[config.mk]
export PLATFORM = sky130hd
export DESIGN_NAME = stack_unit
export DESIGN_NICKNAME = d
export VERILOG_FILES = /design/src/rtl/stack_unit.sv
export SDC_FILE = /design/constraint.sdc
export NUM_CORES = 1
export LEC_CHECK = 0
export ABC_CLOCK_PERIOD_IN_PS = 2650
export CORE_MARGIN = 3
export CORE_UTILIZATION = 35
export DETAILED_ROUTE_END_ITERATION = 10
export DONT_BUFFER_PORTS = 1
export PLACE_DENSITY = 0.59
export SLEW_MARGIN = 0
export SYNTH_ARGS = -nofsm -noshare
export SYNTH_HDL_FRONTEND = slang
export SYNTH_SLANG_ARGS = --single-unit
[constraint.sdc]
create_clock -name clk -period 2.65 [get_ports clk]
set_input_delay 0.53 -clock clk [delete_from_list [all_inputs] [get_ports clk]]
set_output_delay 0.53 -clock clk [all_outputs]
set_load 0.01 [all_outputs]
[src/rtl/stack_unit.sv]
`default_nettype none
// ============================================================================
//  Module      : stack_unit
//  Description : Stack-handshake responder; owns SP and drives the data-memory
//                address/write data for two-byte {PC, flags} frames.
//  Revision    : 1.0 - initial release
// ============================================================================
module stack_unit #(
    parameter logic [7:0] STACK_TOP = 8'hFF,
    parameter int          DEPTH     = 16
) (
    input  logic       clk,
    input  logic       rst,
    input  logic       stack_op_ongoing,
    input  logic       push_or_pop,
    input  logic       bus_grant,
    input  logic [7:0] pc_in,
    input  logic [5:0] flags_in,
    input  logic [7:0] stack_rd_data,
    output logic [7:0] stack_addr,
    output logic [7:0] stack_wr_data,
    output logic       stack_op_end,
    output logic [7:0] pc_out,
    output logic [5:0] flags_out,
    output logic [7:0] sp_out,
    output logic       stk_ovf,
    output logic       stk_unf
);

    localparam logic       PUSH = 1'b1;
    localparam logic       POP  = 1'b0;
    // Compared in 9 bits so a parameter set near the byte boundary cannot wrap.
    localparam logic [8:0] PUSH_MIN = {1'b0, STACK_TOP} - 9'(2 * DEPTH) + 9'd2;
    localparam logic [8:0] POP_MAX  = {1'b0, STACK_TOP} - 9'd2;

    typedef enum logic [1:0] {
        S_IDLE   = 2'd0,
        S_FIRST  = 2'd1,
        S_SECOND = 2'd2
    } state_e;

    state_e     state_q, state_d;
    logic [7:0] sp_q, sp_d;
    logic       dir_q, dir_d;
    logic       bad_q, bad_d;
    logic [7:0] pc_q, pc_d;
    logic [5:0] flags_q, flags_d;
    logic       ovf_q, ovf_d;
    logic       unf_q, unf_d;

    logic       w_dir;
    logic       w_legal;
    logic       w_first;

    assign w_dir   = (state_q == S_IDLE) ? push_or_pop : dir_q;
    assign w_legal = (w_dir == PUSH) ? ({1'b0, sp_q} >= PUSH_MIN)
                                     : ({1'b0, sp_q} <= POP_MAX);
    assign w_first = (state_q != S_SECOND);

    always_ff @(posedge clk or negedge rst) begin
        if (!rst) begin
            state_q <= S_IDLE;
            sp_q    <= STACK_TOP;
            dir_q   <= POP;
            bad_q   <= 1'b0;
            pc_q    <= 8'h00;
            flags_q <= 6'h00;
            ovf_q   <= 1'b0;
            unf_q   <= 1'b0;
        end else begin
            state_q <= state_d;
            sp_q    <= sp_d;
            dir_q   <= dir_d;
            bad_q   <= bad_d;
            pc_q    <= pc_d;
            flags_q <= flags_d;
            ovf_q   <= ovf_d;
            unf_q   <= unf_d;
        end
    end

    always_comb begin
        state_d       = state_q;
        sp_d          = sp_q;
        dir_d         = dir_q;
        bad_d         = bad_q;
        pc_d          = pc_q;
        flags_d       = flags_q;
        ovf_d         = ovf_q;
        unf_d         = unf_q;
        stack_op_end  = 1'b0;
        stack_addr    = sp_q;
        stack_wr_data = 8'h00;

        if (stack_op_ongoing) begin
            if (w_dir == PUSH) begin
                stack_addr    = w_first ? sp_q : (sp_q - 8'd1);
                stack_wr_data = w_first ? pc_in : {2'b00, flags_in};
            end else begin
                stack_addr    = w_first ? (sp_q + 8'd1) : (sp_q + 8'd2);
            end

            unique case (state_q)
                S_IDLE: begin
                    // The IDLE cycle that sees ongoing is already the first access.
                    dir_d = push_or_pop;
                    bad_d = !w_legal;
                    if (!w_legal) begin
                        if (push_or_pop == PUSH) ovf_d = 1'b1;
                        else                     unf_d = 1'b1;
                    end
                    if (bus_grant) begin
                        state_d = S_SECOND;
                        if (push_or_pop == POP) flags_d = stack_rd_data[5:0];
                    end else begin
                        state_d = S_FIRST;
                    end
                end
                S_FIRST: begin
                    if (bus_grant) begin
                        state_d = S_SECOND;
                        if (dir_q == POP) flags_d = stack_rd_data[5:0];
                    end
                end
                S_SECOND: begin
                    if (bus_grant) begin
                        stack_op_end = 1'b1;
                        state_d      = S_IDLE;
                        if (dir_q == POP) pc_d = stack_rd_data;
                        if (!bad_q) sp_d = (dir_q == PUSH) ? (sp_q - 8'd2) : (sp_q + 8'd2);
                    end
                end
                default: state_d = S_IDLE;
            endcase
        end else begin
            state_d = S_IDLE;
        end
    end

    assign pc_out    = pc_q;
    assign flags_out = flags_q;
    assign sp_out    = sp_q;
    assign stk_ovf   = ovf_q;
    assign stk_unf   = unf_q;

endmodule
`default_nettype wire

==> reports/results.ini <==
[run_status]
status = finished, final reports clean

[timing]
tns_ps = 0
slew_violations = 0
setup_viol = 0
skew_ps = 4.204
fin_crit_ps = 2353
fmax_ghz = 0.4251
hold_viol = 0
rsz0062_at_grt = no
relSlewSlack_pct = 40.46
tightestPinTransition_ps = 890.1
period_share_pct = 88.78

[synthesis]
synth_xor_area_share_pct = 7.368
synth_top_area_share_pct = 32.39
synth_area_mm2 = 0.001545
ys_async_sr_fraction_pct = 100.0
yosysTopAreaCell = dfrtp_1
synth_top_family_by_area = simple AND/OR/NAND/NOR gates
synth.top_cells.by_count = nand2_1 (22), dfrtp_1 (20), mux2_2 (9), nor2_1 (9), o21ai_0 (9)
yosysSeqAreaShare_pct = 44.29
syn_avg_cell_area_um2 = 10.10
synth-simple-area-share_pct = 19.92
synth_edf_count = 0
synth-seq-cells = 27
synth_mux_area_share_pct = 13.68
synth_most_common_cell = nand2_1
syn_inst = 153
yosysWarnings = 0
synth_flop_cell = dfrtp_1
synth.distinct_cells = 35
synthAdderAreaFrac_pct = 2.429
synth_area_leaders = dfrtp_1 (32%), dfstp_2 (12%), mux2_2 (6.6%)
synth_compound_area_share_pct = 7.045
synth_fp_nets = 183

[final_layout]
diodes = 0
drive_gt1_share_pct = 21.43
nets = 185
syn_to_final_growth_pct = 5.992
layout.cells.non_filler = 204

[route]
drt-pass1-iter-count = 4
vias = 1102
wl_um = 3488
drtIter0Drc = 33
viasPerCell = 5.402
ant_nets = 0
route.detailed.drc = 0
wire_per_inst_um = 17.10

[cts]
cts_tree = done
h-tree-depth = 1
path_clk_slew_ps = 90
clock_path_buffers = 2
root_buffer = clkbuf_8
clkSinkCount = 27
clkLatencyLatePin_ps = 270
numCtsBuffers = 3

[worst_setup_path]
crit_family = simple AND/OR/NAND/NOR gates
critPathCaptureType = primary output
r2r_setup_slack_ps = 790
path_class = flop to primary output
start_kind = flop
path_max_fanout = 10
r2r_cells = 3
r2r-start = state_q[0]$_DFFE_PN0P_
crit_path_cell_trace = nor3b_1 -> nand3b_1 -> buf_4 -> mux2_2
r2r-end = pc_out[3]$_DFFE_PN0P_
arrival_ps = 1820
cp.required_ps = 2120
crit_path_max_incr_delay_ps = 490
slowest_stage = dfrtp_1
path_buf_inv = 1

[placement]
numPortBuffers = 0
gp_congestion = 0.7851
dpl.cell_count = 197
dp.final_hpwl_um = 2565

[grt]
grt.total_usage_pct = 12.97
grt.overflow.total = 0
grt_max_degree = 21
grt_pass1_vias = 1129
grt_pass1_wl_um = 5354
antenna_found_initial = 0

[floorplanning]
num_io_pins = 68
core_mm2 = 0.004115
die_area_mm2 = 0.005248
rows = 23
dieHeight_um = 72.45
die_w_um = 72.45
start_util_pct = 37.55

[power_and_ir_drop]
peakVddDrop_v = 0.0003580
leakage_nw = 0.7085
powerDensity_mw_per_mm2 = 847.6

[min_path]
holdCritPathClass = input pin to asynchronous set/reset pin

[run]
drv_cap = 0

[per-stage QoR]
stage                     power [mW]  hold WS, ps  cell area (µm²)  utilization [%]  setup slack (ps)
after global placement         1.128        235.1             1568            38.10             452.9
after floorplan                1.064        234.4             1545                -             651.2
after detailed placement       1.154        235.0             1568            38.10             409.8
after global routing           1.471        75.45             1638            39.80             167.9
after CTS                      1.404        80.40             1623            39.43             118.1
final                          1.388        89.04             1638            39.80             297.5
[cells by family (layout without fill, tap and decap cells)]
| logic type | count (synthesis) | count (layout) |
|---|---|---|
| and+or+nand+nor | 57 | 57 |
| DFF | 27 | 27 |
| AOI/OAI and AO/OA | 20 | 20 |
| muxes | 17 | 17 |
| buffers and inverters | 15 | 16 |
| xor gates and xnor gates | 13 | 13 |
| adders and majority gates | 3 | 3 |
| other | 1 | 1 |
[sequential cells by signal (all words and copies together) (netlist names)]
name / cells
flags_out: 6
state_q: 2
dir_q: 1
bad_q: 1
sp_out: 7
pc_out: 8
stk_ovf: 1
stk_unf: 1
[layout by cell type (no fill, tap or decap)]
cell / netlist / layout
a21oi_1: 8 / 8
and2b_4: 1 / 1
dfrtp_1: 20 / 20
ha_1: 3 / 3
and2_1: 1 / 1
nor2b_1: 2 / 2
dlygate4sd3_1: 0 / 1
inv_1: 8 / 8
nor2_1: 9 / 9
nand2_1: 22 / 22
mux2i_1: 2 / 2
nor3_4: 2 / 2
nor3_1: 8 / 8
and2_4: 1 / 1
nand3_1: 3 / 3
mux2_4: 6 / 6
o41ai_1: 1 / 1
clkbuf_1: 1 / 1
or4_4: 1 / 1
nand3b_1: 1 / 1
dfstp_2: 7 / 7
xnor2_1: 8 / 8
mux2_2: 9 / 9
nand4bb_1: 1 / 1
o21bai_1: 1 / 1
xor2_1: 5 / 5
o21a_1: 1 / 1
or4b_1: 1 / 1
conb_1: 1 / 1
buf_4: 1 / 3
nand2b_1: 3 / 3
o21ai_0: 9 / 9
nor3b_1: 1 / 1
clkbuf_8: 0 / 3
[where the power goes]
part / internal, mW / switching [mW]
Clock: 0.108 / 0.128
Sequential: 0.565 / 0.199
Combinational: 0.189 / 0.200
Total: 0.862 / 0.526
[repair_timing]
action / 4_1_cts / 5_1_grt
endpoints found under the hold margin: 20 / 0
gates resized for setup: 0 / 0
setup buffers: 0 / 2
hold buffers: 1 / 0
endpoints found under the setup margin: 0 / 2
[routing by layer]
metal | vias to the layer above | share of wire, % | global-route usage, %
met5 | - | 0 | 0
met4 | 0 | 0.49 | 4.713
met3 | 2 | 9.8 | 3.324
met2 | 48 | 50 | 21.33
met1 | 543 | 39 | 16.39
li1 | 509 | - | -
[worst reg2reg max path, delay by kind of cell, from the launching register on]
| family | cells | cell delay, ps |
|---|---|---|
| muxes | 1 | 390 |
| and+or+nand+nor | 2 | 880 |
| DFF | 1 | 490 |
[area by class of cell]
class | count | area [µm²]
repair buffers | 4 | 32.53
inverters | 8 | 30.03
well taps | 50 | 62.56
multi-input cells | 111 | 783.3
clock buffers | 4 | 45.04
fillers | 415 | 2477
flip-flops and latches | 27 | 684.4
[worst max-delay path by stage]
stage                         end              startpoint  cells past startpoint  slack [ps]
finish              stack_addr[2]  state_q[0]$_DFFE_PN0P_                      4         300
global route        stack_addr[2]  state_q[0]$_DFFE_PN0P_                      4         170
CTS                 stack_addr[6]  state_q[0]$_DFFE_PN0P_                      4         120
detailed placement  stack_addr[6]             push_or_pop                      4         410
global placement    stack_addr[6]             push_or_pop                      4         450
floorplan           stack_addr[7]             push_or_pop                      4         650
(Power assumes the default switching activity.)
